===== src/rtl/spi_mem_pkg.sv =====
// Shared definitions for the SPI SRAM path: arbiter states, address width and
// the SRAM command opcodes used by the controller.
package spi_mem_pkg;
    localparam int ADR_W = 14;

    localparam logic [7:0] CMD_READ  = 8'h03;
    localparam logic [7:0] CMD_WRITE = 8'h02;

    typedef enum logic [1:0] {
        IDLE = 2'd0,
        IBUS = 2'd1,
        DBUS = 2'd2,
        ACK  = 2'd3
    } arb_state_t;
endpackage


===== src/rtl/spi_sram_arb_if.sv =====
// CPU instruction/data buses plus the single master port toward the SPI SRAM
// controller; slave = arbiter view, master = CPU/controller view.
interface spi_sram_arb_if;
    logic                          i_cyc;
    logic [spi_mem_pkg::ADR_W-1:0] i_adr;
    logic [31:0]                   i_dat;
    logic                          i_ack;

    logic                          d_cyc;
    logic [spi_mem_pkg::ADR_W-1:0] d_adr;
    logic                          d_we;
    logic [31:0]                   d_dat_i;
    logic [3:0]                    d_sel;
    logic [31:0]                   d_dat_o;
    logic                          d_ack;

    logic                          m_cyc;
    logic [spi_mem_pkg::ADR_W-1:0] m_adr;
    logic                          m_we;
    logic [31:0]                   m_dat_o;
    logic [3:0]                    m_sel;
    logic [31:0]                   m_dat_i;
    logic                          m_ack;

    modport slave (
        input  i_cyc, i_adr, d_cyc, d_adr, d_we, d_dat_i, d_sel, m_dat_i, m_ack,
        output i_dat, i_ack, d_dat_o, d_ack, m_cyc, m_adr, m_we, m_dat_o, m_sel
    );

    modport master (
        output i_cyc, i_adr, d_cyc, d_adr, d_we, d_dat_i, d_sel, m_dat_i, m_ack,
        input  i_dat, i_ack, d_dat_o, d_ack, m_cyc, m_adr, m_we, m_dat_o, m_sel
    );
endinterface


===== src/rtl/spi_iline.sv =====
// Single-line instruction buffer: one tagged word, filled on ibus miss
// completion and invalidated by a dbus write to the same word.
module spi_iline
    import spi_mem_pkg::*;
#(
    parameter int CACHE_EN = 1
) (
    input  logic             clk,
    input  logic             rst_n,
    input  logic [ADR_W-1:0] lk_adr,
    output logic             hit,
    output logic [31:0]      line_dat,
    input  logic             fill,
    input  logic [ADR_W-1:0] fill_adr,
    input  logic [31:0]      fill_dat,
    input  logic             inv,
    input  logic [ADR_W-1:0] inv_adr
);
    logic             valid_q;
    logic [ADR_W-1:0] tag_q;
    logic [31:0]      dat_q;

    assign hit      = (CACHE_EN != 0) && valid_q && (tag_q == lk_adr);
    assign line_dat = dat_q;

    // Fill and invalidate come from different arbiter states, so they never collide.
    always_ff @(posedge clk or negedge rst_n) begin
        if (!rst_n) begin
            valid_q <= 1'b0;
            tag_q   <= '0;
            dat_q   <= '0;
        end else if (fill && (CACHE_EN != 0)) begin
            valid_q <= 1'b1;
            tag_q   <= fill_adr;
            dat_q   <= fill_dat;
        end else if (inv && (inv_adr == tag_q)) begin
            valid_q <= 1'b0;
        end
    end
endmodule


===== src/rtl/spi_sram_arb.sv =====
// Arbitrates CPU ibus/dbus onto one SPI SRAM master port; dbus has fixed
// priority and ibus hits in the line buffer are answered without SRAM traffic.
module spi_sram_arb
    import spi_mem_pkg::*;
#(
    parameter int CACHE_EN = 1
) (
    input  logic           clk,
    input  logic           rst_n,
    spi_sram_arb_if.slave  bus
);
    arb_state_t       state_q, state_d;
    logic             srv_d_q;
    logic [31:0]      rdat_q;
    logic             m_cyc_q, m_we_q;
    logic [ADR_W-1:0] m_adr_q;
    logic [31:0]      m_dat_q;
    logic [3:0]       m_sel_q;

    logic             hit;
    logic [31:0]      line_dat;
    logic             grant_d, grant_hit, grant_miss, done;

    assign grant_d    = (state_q == IDLE) && bus.d_cyc;
    assign grant_hit  = (state_q == IDLE) && !bus.d_cyc && bus.i_cyc && hit;
    assign grant_miss = (state_q == IDLE) && !bus.d_cyc && bus.i_cyc && !hit;
    assign done       = ((state_q == IBUS) || (state_q == DBUS)) && bus.m_ack;

    spi_iline #(.CACHE_EN(CACHE_EN)) u_iline (
        .clk      (clk),
        .rst_n    (rst_n),
        .lk_adr   (bus.i_adr),
        .hit      (hit),
        .line_dat (line_dat),
        .fill     (done && (state_q == IBUS)),
        .fill_adr (m_adr_q),
        .fill_dat (bus.m_dat_i),
        .inv      (grant_d && bus.d_we),
        .inv_adr  (bus.d_adr)
    );

    always_ff @(posedge clk or negedge rst_n) begin
        if (!rst_n) state_q <= IDLE;
        else        state_q <= state_d;
    end

    always_comb begin
        state_d = state_q;
        case (state_q)
            IDLE: begin
                if (grant_d)         state_d = DBUS;
                else if (grant_hit)  state_d = ACK;
                else if (grant_miss) state_d = IBUS;
            end
            IBUS, DBUS: if (bus.m_ack) state_d = ACK;
            ACK:     state_d = IDLE;
            default: state_d = IDLE;
        endcase
    end

    // Master-port request is latched on the grant edge and held until m_ack.
    always_ff @(posedge clk or negedge rst_n) begin
        if (!rst_n) begin
            m_cyc_q <= 1'b0;
            m_adr_q <= '0;
            m_we_q  <= 1'b0;
            m_dat_q <= '0;
            m_sel_q <= '0;
            rdat_q  <= '0;
            srv_d_q <= 1'b0;
        end else begin
            if (grant_d) begin
                m_cyc_q <= 1'b1;
                m_adr_q <= bus.d_adr;
                m_we_q  <= bus.d_we;
                m_dat_q <= bus.d_dat_i;
                m_sel_q <= bus.d_sel;
                srv_d_q <= 1'b1;
            end else if (grant_miss) begin
                m_cyc_q <= 1'b1;
                m_adr_q <= bus.i_adr;
                m_we_q  <= 1'b0;
                m_dat_q <= '0;
                m_sel_q <= 4'hF;
                srv_d_q <= 1'b0;
            end else if (grant_hit) begin
                rdat_q  <= line_dat;
                srv_d_q <= 1'b0;
            end
            if (done) begin
                m_cyc_q <= 1'b0;
                rdat_q  <= bus.m_dat_i;
            end
        end
    end

    assign bus.m_cyc   = m_cyc_q;
    assign bus.m_adr   = m_adr_q;
    assign bus.m_we    = m_we_q;
    assign bus.m_dat_o = m_dat_q;
    assign bus.m_sel   = m_sel_q;
    assign bus.i_dat   = rdat_q;
    assign bus.d_dat_o = rdat_q;
    assign bus.i_ack   = (state_q == ACK) && !srv_d_q;
    assign bus.d_ack   = (state_q == ACK) && srv_d_q;
endmodule


===== src/flat_wrapper.sv =====
// flat-port wrapper written by rule: the top's interface ports become plain ports
module spi_sram_arb_flat import spi_mem_pkg::*;
#(
    parameter int CACHE_EN = 1
)
  (clk, rst_n, bus_i_cyc, bus_i_adr, bus_d_cyc, bus_d_adr, bus_d_we, bus_d_dat_i, bus_d_sel, bus_m_dat_i, bus_m_ack, bus_i_dat, bus_i_ack, bus_d_dat_o, bus_d_ack, bus_m_cyc, bus_m_adr, bus_m_we, bus_m_dat_o, bus_m_sel);
  spi_sram_arb_if bus_i ();
  input  logic clk;
  input  logic rst_n;
  input wire logic [$bits(bus_i.i_cyc)-1:0] bus_i_cyc;
  input wire logic [$bits(bus_i.i_adr)-1:0] bus_i_adr;
  input wire logic [$bits(bus_i.d_cyc)-1:0] bus_d_cyc;
  input wire logic [$bits(bus_i.d_adr)-1:0] bus_d_adr;
  input wire logic [$bits(bus_i.d_we)-1:0] bus_d_we;
  input wire logic [$bits(bus_i.d_dat_i)-1:0] bus_d_dat_i;
  input wire logic [$bits(bus_i.d_sel)-1:0] bus_d_sel;
  input wire logic [$bits(bus_i.m_dat_i)-1:0] bus_m_dat_i;
  input wire logic [$bits(bus_i.m_ack)-1:0] bus_m_ack;
  output wire logic [$bits(bus_i.i_dat)-1:0] bus_i_dat;
  output wire logic [$bits(bus_i.i_ack)-1:0] bus_i_ack;
  output wire logic [$bits(bus_i.d_dat_o)-1:0] bus_d_dat_o;
  output wire logic [$bits(bus_i.d_ack)-1:0] bus_d_ack;
  output wire logic [$bits(bus_i.m_cyc)-1:0] bus_m_cyc;
  output wire logic [$bits(bus_i.m_adr)-1:0] bus_m_adr;
  output wire logic [$bits(bus_i.m_we)-1:0] bus_m_we;
  output wire logic [$bits(bus_i.m_dat_o)-1:0] bus_m_dat_o;
  output wire logic [$bits(bus_i.m_sel)-1:0] bus_m_sel;
  assign bus_i.i_cyc = bus_i_cyc;
  assign bus_i.i_adr = bus_i_adr;
  assign bus_i.d_cyc = bus_d_cyc;
  assign bus_i.d_adr = bus_d_adr;
  assign bus_i.d_we = bus_d_we;
  assign bus_i.d_dat_i = bus_d_dat_i;
  assign bus_i.d_sel = bus_d_sel;
  assign bus_i.m_dat_i = bus_m_dat_i;
  assign bus_i.m_ack = bus_m_ack;
  assign bus_i_dat = bus_i.i_dat;
  assign bus_i_ack = bus_i.i_ack;
  assign bus_d_dat_o = bus_i.d_dat_o;
  assign bus_d_ack = bus_i.d_ack;
  assign bus_m_cyc = bus_i.m_cyc;
  assign bus_m_adr = bus_i.m_adr;
  assign bus_m_we = bus_i.m_we;
  assign bus_m_dat_o = bus_i.m_dat_o;
  assign bus_m_sel = bus_i.m_sel;
  spi_sram_arb #(.CACHE_EN(CACHE_EN)) u_core (.clk(clk), .rst_n(rst_n), .bus(bus_i));
endmodule

===== config.mk =====
export PLATFORM = sky130hd
export DESIGN_NAME = spi_sram_arb_flat
export DESIGN_NICKNAME = d
export VERILOG_FILES = /design/src/rtl/spi_mem_pkg.sv /design/src/rtl/spi_sram_arb_if.sv /design/src/rtl/spi_iline.sv /design/src/rtl/spi_sram_arb.sv /design/src/flat_wrapper.sv
export SDC_FILE = /design/constraint.sdc
export NUM_CORES = 1
export LEC_CHECK = 0
export BUFFER_PORTS_ARGS = -buffer_cell sky130_fd_sc_hd__clkbuf_2
export CAP_MARGIN = 20
export CELL_PAD_IN_SITES_DETAIL_PLACEMENT = 1
export CELL_PAD_IN_SITES_GLOBAL_PLACEMENT = 1
export CORE_ASPECT_RATIO = 1.2
export CORE_MARGIN = 2
export CORE_UTILIZATION = 34
export CTS_CLUSTER_SIZE = 30
export DETAILED_ROUTE_END_ITERATION = 10
export PLACE_DENSITY_LB_ADDON = 0.15
export REMOVE_ABC_BUFFERS = 1
export SYNTH_ARGS = -nofsm -noshare
export SYNTH_HDL_FRONTEND = slang
export SYNTH_SLANG_ARGS = --single-unit

===== constraint.sdc =====
create_clock -name clk -period 2.53 [get_ports clk]
set_input_delay 0.3795 -clock clk [delete_from_list [all_inputs] [get_ports clk]]
set_output_delay 0.3795 -clock clk [all_outputs]
set_load 0.005 [all_outputs]

# Word level (Yosys, flattened, before mapping)
# Index checks and enable logic that the tools add are counted.
[classes]
n_reduce_logical = 25
n_eq_ne = 9
mux = 25
[op_table]
columns = ["operator", "n"]
rows = [
  ["32-bit 2-to-1 mux", 6],
  ["14-bit equality test", 2],
  ["14-bit 2-to-1 mux", 2],
  ["1-bit logical AND", 12],
  ["1-bit 2-to-1 mux", 10],
  ["2-bit 2-to-1 mux", 4],
  ["4-bit 2-to-1 mux", 2],
  ["2-bit inequality test, second input constant", 3],
  ["2-bit case mux with 3 select lines", 1],
  ["2-bit nonzero test", 3],
  ["3-bit nonzero test", 2],
  ["2-bit equality test, second input constant", 2],
  ["4-bit by 1-bit inequality test with 1-bit output, second input constant", 1],
  ["1-bit logical NOT", 3],
  ["3-bit AND reduction", 1],
  ["2-bit by 1-bit equality test with 1-bit output, second input constant", 1],
  ["2-bit logical NOT", 1],
  ["2-bit AND reduction", 1],
  ["2-bit OR reduction", 1],
  ["1-bit logical OR", 1],
]
[word_totals]
inputBits = 102
reg_bits = 134
wordCells = 70
output_inout_bits = 118

# Depth between registers and ports, before layout
# Gate-level depths: netlist of run 1.
[logic_depth]
ltp_word = 8
ltp_mapped = 8
mapped_depth_nobuf = 7

# By module
# A second synthesis of run 1 with hierarchy kept.
[unflattened]
cells_unflattened = 434
area_unflattened_um2 = 6173.4
[by_module_without_submodules]
columns = ["module", "cells_per_inst", "area_each_um2", "seq_area_each_um2", "instances"]
rows = [
  ["spi_sram_arb", 296, 4119.0, 2177.1, 1],
  ["spi_iline", 138, 2054.5, 1176.1, 1],
]

# Worst setup path before layout of run 1
# OpenSTA, ideal clock, no wires.
[synth_path]
path_kind = "reg-to-reg"
startpoint = "register u_core.u_iline.tag_q[1]"
endpoint = "register u_core.rdat_q[10], in the netlist u_core.bus.d_dat_o[10]"
setup_slack_ps = 350
required_time_ps = 2405
path_buffers = 1
t_arrival_ps = 2055
stages_incl_launch_ff = 7
setup_time_ps = 125
synth_period_minus_slack_ps = 2180
path_cell_list = "dfrtp_1 > xnor2_1 > nand4_1 > or4_4 > o31ai_4 > buf_6 > mux2_2"
[synth_between]
elab_chain_cells = 6
word_cells_on_any_way = 8
classes_between = "eq/ne: 2; reduce/logical: 6"
[synth_lines]
columns = ["item", "line_no", "text"]
rows = [
  ["start, declared", "spi_iline.sv:20", "logic [ADR_W-1:0] tag_q;"],
  ["start signal, assigned", "spi_iline.sv:34", "tag_q <= fill_adr;"],
  ["14-bit equality test (*)", "spi_iline.sv:23", "assign hit = (CACHE_EN != 0) && valid_q && (tag_q == lk_adr);"],
  ["1-bit logical AND (*)", "spi_iline.sv:23", ""],
  ["1-bit logical NOT", "spi_sram_arb.sv:26", "assign grant_miss = (state_q == IDLE) && !bus.d_cyc && bus.i_cyc && !hit;"],
  ["1-bit logical AND", "spi_sram_arb.sv:26", ""],
  ["2-bit inequality test (no source line)", "n/a", ""],
  ["3-bit AND reduction (no source line) (*)", "n/a", ""],
  ["end signal, assigned", "spi_sram_arb.sv:87", "rdat_q <= line_dat;"],
  ["end signal, assigned", "spi_sram_arb.sv:92", "rdat_q <= bus.m_dat_i;"],
  ["end, declared", "spi_sram_arb.sv:14", "logic [31:0] rdat_q;"],
]
# Every way passes the cells marked *; elsewhere a longest branch is shown, timed or not.
# A chain may end at the register's enable or synchronous reset.

# Worst setup path after layout of run 1
[layout_path]
startpoint = "register u_core.u_iline.tag_q[7]"
endpoint = "register u_core.rdat_q[28], in the netlist u_core.bus.d_dat_o[28]"
# The elaborated chain is that of the path after synthesis.

==> results.py, run 1 <==
metrics = {
    "critical_path": {
        "start_kind": "flop",
        "crit_end": "u_core.bus.d_dat_o[28]$_DFFE_PN0P_",
        "endpoint_kind": "flop",
        "crit_type": "flop to flop",
        "crit_arrival_ns": 2.67,
        "worstRegToRegCells": 6,
        "r2r_start": "u_core.u_iline.tag_q[7]$_DFFE_PN0P_",
        "reg2reg_setup_slack_ns": 0.15,
        "timing.rr.end": "u_core.bus.d_dat_o[28]$_DFFE_PN0P_",
        "required_ns": 2.82,
        "crit_fanout": 32,
        "crit_path_start": "u_core.u_iline.tag_q[7]$_DFFE_PN0P_",
    },
    "timing": {
        "finClkSkew_ns": 0.008802,
        "slew_viol_final": 0,
        "relSlewSlack": 0.5642,
        "finalSetupViolations": 0,
        "min_period_ns": 2.380,
        "rsz0062_at_grt": "no",
        "fin_ws_ns": 0.1499,
        "finalCritPeriodShare": 0.9408,
        "worst_slew_pin_slew_ns": 0.6521,
        "hold_viol_final": 0,
        "clock.fmax_ghz": 0.4201,
    },
    "route": {
        "wl_um": 15380,
        "post_drt_wl_per_cell_um": 17.84,
        "drtIter0Drc": 97,
        "dr.pass1.iters": 4,
        "final_antenna_net_count": 0,
        "via_per_inst": 4.942,
        "drc": 0,
        "num_vias": 4260,
    },
    "yosys": {
        "yosys.area.top_type": "dfrtp_1",
        "synth_edf_count": 0,
        "synth_cell_types": 34,
        "netlist_instances": 434,
        "syn_avg_cell_area_um2": 13.95,
        "synthArstFlopShare": 1.000,
        "yosysMostFrequentCell": "dfrtp_1",
        "synth_common_cells": "dfrtp_1, mux2_2, a22o_1",
        "ys.flop_type": "dfrtp_1",
        "ys_warn_count": 0,
        "ys_seq_area_frac": 0.5537,
        "synth_area_mm2": 0.006056,
        "netlist_top_cells_area": "dfrtp_1, mux2_2, a22o_1",
        "synth_top_area_share": 0.5537,
        "yosys_register_bits": 134,
    },
    "global_route": {
        "grt_start_max_net_pins": 68,
        "grt-ovfl-total": 0,
        "antenna_found_initial": 0,
        "grt_pass1_wl_um": 24470,
        "first_global_vias": 4631,
        "grtUsageTotal": 0.1652,
    },
    "final_layout": {
        "multi_input_area_mm2": 0.002332,
        "flow.area_growth_from_synthesis_pct": 28.45,
        "final_nets": 734,
        "regArea_mm2": 0.003353,
        "fillers": 1910,
        "drive_gt1_frac": 0.6308,
        "diodes": 0,
    },
    "run_status": {
        "status": "finished, final reports clean",
    },
    "floorplanning": {
        "die_area_mm2": 0.01890,
        "core.rowCount": 53,
        "die_h_um": 150.2,
        "ioPinCount": 220,
        "core_mm2": 0.01751,
        "die_x_um": 125.8,
        "start_util": 0.3459,
    },
    "clock_network": {
        "cts_buffers": 17,
        "cts_max_path_buffers": 2,
        "cts_max_level": 4,
        "root_buffer": "clkbuf_16",
        "insertion_delay_ns": 0.41,
        "cts_tree": "yes",
        "clk_pin_slew_ns": 0.06,
        "clkSinkCount": 134,
    },
    "power": {
        "p_total_mw": 10.52,
        "power_density_mw_per_mm2": 1352,
        "ir_drop_uv": 547.0,
        "leakagePower_nw": 3.707,
    },
    "min_path": {
        "hold_path.class": "input pin to flop",
    },
    "place": {
        "pre_cts_ws_ns": 0.07561,
        "gp_congestion": 0.7077,
        "portBuffers": 219,
        "dp_hpwl_um": 10730,
    },
    "run": {
        "cap_violations": 0,
    },
}
layer usage:
metal / global-route usage / up-vias / part of all wire
met5: 0 / - / 0
met4: 0.05495 / 0 / 0.011
met3: 0.04726 / 14 / 0.058
met2: 0.2808 / 148 / 0.50
met1: 0.2032 / 2163 / 0.43
li1: - / 1935 / -
per-stage QoR:
stage          TNS, ns  utilization  cells  instance area (µm²)  hold WS [ns]
2_1_floorplan   -27.26            -    380                 5690       0.08391
3_3_place_gp         0       0.4107    829                 7191        0.4262
3_5_place_dp         0       0.4107    829                 7191        0.4286
4_1_cts              0       0.4443    862                 7779        0.1649
5_1_grt              0       0.4443    862                 7779        0.1703
6_report             0       0.4443    862                 7779        0.1902
state kept, by name, summed over array words and instances (netlist names):
name / cells
u_core.bus.d_dat_o: 32
u_core.bus.m_dat_o: 32
u_core.bus.m_cyc: 1
u_core.bus.m_sel: 4
u_core.u_iline.valid_q: 1
u_core.bus.m_we: 1
u_core.u_iline.line_dat: 32
u_core.bus.m_adr: 14
u_core.srv_d_q: 1
u_core.state_q: 2
u_core.u_iline.tag_q: 14
worst max-delay path: stages (launching register included):
cell	delay (ns)
dfrtp_1	0.41
xnor2_1	0.19
nand4_1	0.12
or4_4	0.61
o31ai_4	0.29
buf_12	0.26
mux2_2	0.37
what timing repair did:
item	4_1_cts	5_1_grt
hold buffers	1	0
hold endpoints to repair	59	0
gates resized for setup	0	0
buffers inserted	0	0
worst min path at each step:
stage	start	endpoint	slack, ns	depth (start not counted)
detailed placement	rst_n	u_core.u_iline.tag_q[7]$_DFFE_PN0P_	0.43	1
finish	bus_d_dat_i[22]	u_core.bus.m_dat_o[22]$_DFFE_PN0P_	0.19	2
CTS	bus_d_dat_i[22]	u_core.bus.m_dat_o[22]$_DFFE_PN0P_	0.16	2
floorplan	rst_n	u_core.bus.d_dat_o[0]$_DFFE_PN0P_	0.08	0
global placement	rst_n	u_core.u_iline.tag_q[7]$_DFFE_PN0P_	0.43	1
global route	bus_d_dat_i[21]	u_core.bus.m_dat_o[21]$_DFFE_PN0P_	0.17	2
cell type report:
type	count	area share
multi-input combinational	242	0.2998
clock inverter	13	0.01608
timing repair buffer	230	0.1575
inverter	4	0.001930
tap	220	0.03539
clock buffer	19	0.05823
sequential	134	0.4311
power breakdown:
group	internal [mW]	total, mW	switching, mW
combinational	2.43	4.18	1.75
clock	1.41	2.38	0.968
sequential	3.23	3.96	0.731
logic make-up (layout without fill, tap and decap cells):
family / after synthesis / after routing / synth area share
adders and majority gates: 3 / 3 / 0.006199
buffers and inverters: 58 / 266 / 0.06281
xor gates and xnor gates: 28 / 28 / 0.04050
DFF: 134 / 134 / 0.5537
and+or+nand+nor: 37 / 37 / 0.03492
AOI/OAI and AO/OA: 64 / 64 / 0.09731
muxes: 110 / 110 / 0.2045
cells in the final DEF, fill, tap and decap left out, types with 6 or more instances in the layout:
cell type	count
or2_2	14
dfrtp_1	134
o221a_2	14
mux2_2	109
a22o_1	33
nand2_1	6
clkbuf_2	218
buf_4	7
clkbuf_16	17
xnor2_1	23
nand4_1	7
Note: power is estimated with default switching activity, not from simulation.
==> inputs of run 2 (changes only) <==
Settings changed: REMOVE_ABC_BUFFERS 1 to not set.
==> results.py, run 2 (synthesized netlist as in run 1, its figures left out) <==
metrics = {
    "final_layout": {
        "fillers": 1903,
        "flow.area_growth_from_synthesis_pct": 28.45,
        "final_cell_mix": "clkbuf_2, dfrtp_1, mux2_2, a22o_1, xnor2_1",
        "layout_commonest_cell": "clkbuf_2",
        "final_nets": 733,
        "drive_gt1_frac": 0.6271,
        "diodes": 0,
        "final_cells": 861,
        "final_util": 0.4443,
    },
    "power": {
        "p_total_mw": 10.58,
        "power_density_mw_per_mm2": 1360,
        "pwr-share-clk": 0.225,
        "power.internal_mw": 7.146,
        "switchingPower_mw": 3.434,
        "p_comb_frac": 0.398,
        "switching_share": 0.3245,
        "leakagePower_nw": 3.726,
        "ir_drop_uv": 593.4,
        "p_seq_frac": 0.377,
    },
    "floorplanning": {
        "ioPinCount": 220,
        "core_mm2": 0.01751,
        "die_x_um": 125.8,
        "core.rowCount": 53,
        "die_h_um": 150.2,
        "die_area_mm2": 0.01890,
        "start_util": 0.3459,
    },
    "clock_network": {
        "cts_resized": 0,
        "cts_setup_buffers": 0,
        "holdBufCountCts": 1,
        "clk_pin_slew_ns": 0.06,
        "cts_tree": "yes",
        "insertion_delay_ns": 0.42,
        "cts_buffers": 17,
        "root_buffer": "clkbuf_16",
        "cts_max_level": 4,
        "cts_max_path_buffers": 2,
        "clkSinkCount": 134,
    },
    "yosys": {
        "syn-num-nets": 539,
    },
    "timing": {
        "fin_ws_ns": 0.1675,
        "rsz0062_at_grt": "no",
        "clock.fmax_ghz": 0.4233,
        "finClkSkew_ns": 0.007694,
        "tns_ns": 0,
        "finalSetupViolations": 0,
        "finalCritPeriodShare": 0.9338,
        "relSlewSlack": 0.5203,
        "min_period_ns": 2.362,
        "hold_viol_final": 0,
        "worst_slew_pin_slew_ns": 0.7195,
        "slew_viol_final": 0,
    },
    "route": {
        "wl_um": 15900,
        "post_drt_wl_per_cell_um": 18.46,
        "final_antenna_net_count": 0,
        "via_per_inst": 4.974,
        "dr.pass1.iters": 4,
        "drc": 0,
        "drtIter0Drc": 166,
        "num_vias": 4283,
    },
    "global_route": {
        "antenna_found_initial": 0,
        "first_global_vias": 4703,
        "grtUsageTotal": 0.1738,
        "grt-ovfl-total": 0,
        "grt_start_max_net_pins": 75,
        "grt_pass1_wl_um": 25470,
    },
    "min_path": {
        "min_path_cells": 2,
        "hold_path.class": "input pin to flop",
    },
    "place": {
        "pre_cts_ws_ns": 0.06698,
        "dp_cells": 828,
        "gp_congestion": 0.7930,
        "portBuffers": 219,
        "dp_hpwl_um": 11390,
    },
    "critical_path": {
        "endpoint_kind": "flop",
        "worstRegToRegCells": 6,
        "required_ns": 2.83,
        "crit_fanout": 32,
        "start_kind": "flop",
        "crit_type": "flop to flop",
        "crit_arrival_ns": 2.66,
    },
    "run": {
        "cap_violations": 0,
    },
    "run_status": {
        "status": "finished, final reports clean",
    },
}
-- run 2: final timing paths --
kind                                                     start                                   to  slack, ns
max reg2reg                u_core.u_iline.tag_q[5]$_DFFE_PN0P_   u_core.bus.d_dat_o[11]$_DFFE_PN0P_       0.17
max                        u_core.u_iline.tag_q[5]$_DFFE_PN0P_   u_core.bus.d_dat_o[11]$_DFFE_PN0P_       0.17
max in group asynchronous                                rst_n  u_core.u_iline.tag_q[2]$_DFFE_PN0P_       1.24
min reg2reg                 u_core.bus.m_dat_o[30]$_DFFE_PN0P_   u_core.bus.m_dat_o[30]$_DFFE_PN0P_       0.50
min in group asynchronous                                rst_n   u_core.bus.m_dat_o[14]$_DFFE_PN0P_       0.53
min                                            bus_d_dat_i[23]   u_core.bus.m_dat_o[23]$_DFFE_PN0P_       0.19
-- run 2: through the flow --
step	hold WS [ns]	cell area, µm²
6_report	0.1860	7779
5_1_grt	0.1722	7779
4_1_cts	0.1657	7779
3_5_place_dp	0.4489	7196
3_3_place_gp	0.4428	7196
2_1_floorplan	0.08391	6056
-- run 2: power groups by stage --
stage / logic [mW] / registers [mW] / clock network (mW)
floorplan: 2.95 / 3.89 / 0
global placement: 4.19 / 3.95 / 0
detailed placement: 4.31 / 4.02 / 0
CTS: 4.33 / 4.00 / 2.45
global route: 4.64 / 4.15 / 2.53
finish: 4.22 / 3.99 / 2.38
-- run 2: final cells by class --
class	count	area, µm²	area share
Tap cell	220	275.3	0.03539
Sequential cell	134	3353	0.4311
Multi-Input combinational cell	242	2332	0.2998
Inverter	4	15.01	0.001930
Clock buffer	24	501.7	0.06450
Clock inverter	8	71.32	0.009168
Timing Repair Buffer	229	1230	0.1581
-- run 2: routing by layer --
layer  GRT usage  share of wire  wire length, µm
met1      0.2064           0.41             6483
met2      0.2957           0.51             8126
met3     0.05295          0.058              922
met4     0.06978          0.023              363
met5           0              0                0
-- run 2: critical path, cell delays in order (launching register included) --
cell and delay, ns:
dfrtp_1 0.41, xnor2_1 0.19, nand4_1 0.16, or4_4 0.56
o31ai_4 0.28, buf_12 0.25, mux2_2 0.37
==> inputs of run 3 (changes only) <==
Settings changed: CORE_UTILIZATION 34 to 39, MAX_ROUTING_LAYER set to met4.
==> results.py, run 3 (synthesized netlist as in run 1, its figures left out) <==
metrics = {
    "timing": {
        "finalSetupViolations": 0,
        "worst_slew_pin_slew_ns": 0.7209,
        "relSlewSlack": 0.5194,
        "finalCritPeriodShare": 0.9434,
        "tns_ns": 0,
        "finClkSkew_ns": 0.01318,
        "fin_ws_ns": 0.1432,
        "clock.fmax_ghz": 0.4190,
        "hold_viol_final": 7,
        "rsz0062_at_grt": "no",
        "fin_hold_ws_ns": -0.01409,
        "slew_viol_final": 0,
        "min_period_ns": 2.387,
    },
    "power": {
        "switchingPower_mw": 3.437,
        "power_density_mw_per_mm2": 1384,
        "ir_drop_uv": 563.9,
        "switching_share": 0.3163,
        "leakagePower_nw": 3.771,
        "p_seq_frac": 0.365,
        "p_comb_frac": 0.395,
        "pwr-share-clk": 0.240,
        "power.internal_mw": 7.430,
    },
    "floorplanning": {
        "die_x_um": 117.8,
        "ioPinCount": 220,
        "die_area_mm2": 0.01655,
        "core.rowCount": 49,
        "die_h_um": 140.5,
        "start_util": 0.4015,
        "core_mm2": 0.01508,
    },
    "place": {
        "placed_cell_area_mm2": 0.007223,
        "dp_hpwl_um": 10890,
        "portBuffers": 219,
        "gp_congestion": 0.7348,
        "dp_cells": 815,
        "pre_cts_ws_ns": 0.04344,
    },
    "critical_path": {
        "required_ns": 2.83,
        "worstPathCellList": "xnor2_1 > nand4_1 > or4_4 > o31ai_4 > buf_12 > mux2_2",
        "crit_type": "flop to flop",
        "reg2reg_setup_slack_ns": 0.14,
        "cp_slowest_stage_delay_ns": 0.60,
        "crit_fanout": 19,
        "cp_top_family": "simple AND/OR/NAND/NOR gates",
        "endpoint_kind": "flop",
        "crit_slowest_cell": "or4_4",
        "worstRegToRegCells": 6,
        "r2r_start": "u_core.u_iline.tag_q[7]$_DFFE_PN0P_",
        "crit_arrival_ns": 2.69,
        "start_kind": "flop",
        "cp.depth": 6,
        "worst-path-buf-inv": 1,
        "timing.rr.end": "u_core.bus.d_dat_o[22]$_DFFE_PN0P_",
    },
    "final_layout": {
        "final_cell_mix": "clkbuf_2, dfrtp_1, mux2_2, a22o_1, xnor2_1",
        "fillers": 1648,
        "layout_commonest_cell": "clkbuf_2",
        "regArea_mm2": 0.003353,
        "flow.area_growth_from_synthesis_pct": 29.71,
        "final_nets": 735,
        "design_area_mm2": 0.007855,
        "diodes": 0,
        "drive_gt1_frac": 0.6330,
        "final_util": 0.5208,
        "final_cells": 847,
        "multi_input_area_mm2": 0.002332,
    },
    "route": {
        "final_antenna_net_count": 0,
        "wl_um": 15350,
        "post_drt_wl_per_cell_um": 18.12,
        "drtIter0Drc": 133,
        "num_vias": 4244,
        "dr.pass1.iters": 4,
        "via_per_inst": 5.011,
        "drc": 0,
    },
    "clock_network": {
        "cts_resized": 0,
        "cts_tree": "yes",
        "clkSinkCount": 134,
        "cts_buffers": 17,
        "cts_setup_buffers": 0,
        "holdBufCountCts": 0,
        "cts_max_path_buffers": 2,
        "insertion_delay_ns": 0.42,
        "root_buffer": "clkbuf_16",
        "cts_max_level": 4,
        "clk_pin_slew_ns": 0.06,
    },
    "global_route": {
        "first_global_vias": 4787,
        "antenna_found_initial": 0,
        "grt_pass1_wl_um": 25280,
        "grt_start_max_net_pins": 76,
        "grtUsageTotal": 0.2015,
        "grt-ovfl-total": 0,
    },
    "run_status": {
        "status": "complete, but fails checks",
        "violations": "hold timing",
    },
    "yosys": {
        "syn-num-nets": 539,
    },
    "min_path": {
        "hold_path.class": "input pin to async pin",
    },
    "run": {
        "cap_violations": 0,
    },
}
## run 3: cell count changes in the layout (fill, tap and decap cells not counted)
cell | previous run | this run
clkbuf_8 | 5 | 2
buf_12 | 4 | 6
buf_4 | 5 | 6
clkinv_4 | 1 | 3
clkbuf_1 | 2 | 0
dlygate4sd3_1 | 1 | 0
bufinv_16 | 1 | 4
## run 3: cell type report
cell class,instances,share of cell area
sequential,134,0.4269
clock inverter,13,0.02278
clock buffer,19,0.05766
timing repair buffer,231,0.1614
tap,204,0.03249
multi-input combinational,242,0.2969
inverter,4,0.001911
## run 3: worst max path at each step
stage	to	slack, ns	startpoint
floorplan	u_core.bus.d_dat_o[10]$_DFFE_PN0P_	0.35	u_core.u_iline.tag_q[1]$_DFFE_PN0P_
global placement	u_core.bus.d_dat_o[17]$_DFFE_PN0P_	0.07	bus_i_adr[5]
detailed placement	u_core.bus.d_dat_o[31]$_DFFE_PN0P_	0.04	bus_i_adr[7]
CTS	u_core.bus.d_dat_o[22]$_DFFE_PN0P_	0.1	u_core.u_iline.tag_q[7]$_DFFE_PN0P_
global route	u_core.bus.d_dat_o[20]$_DFFE_PN0P_	0.06	u_core.u_iline.tag_q[5]$_DFFE_PN0P_
finish	u_core.bus.d_dat_o[22]$_DFFE_PN0P_	0.14	u_core.u_iline.tag_q[7]$_DFFE_PN0P_
## run 3: stage by stage
stage | hold slack, ns | power, mW
2_1_floorplan | 0.08391 | 6.838
3_3_place_gp | 0.4544 | 8.147
3_5_place_dp | 0.4560 | 8.357
4_1_cts | 0.001200 | 11.07
5_1_grt | 0.02629 | 11.62
6_report | -0.01409 | 10.87
## run 3: power by group through the flow
stage	sequential (mW)	clock (mW)	combinational, mW
after floorplan	3.89	0	2.95
after global placement	3.91	0	4.23
after detailed placement	3.99	0	4.37
after CTS	3.98	2.69	4.40
after global routing	4.14	2.77	4.71
final	3.97	2.61	4.29
## run 3: layer usage
layer	vias up	part of all wire	track usage
li1	1938	-	-
met1	2150	0.39	0.2191
met2	133	0.53	0.3522
met3	23	0.053	0.05415
met4	0	0.022	0.07609
met5	-	0	-
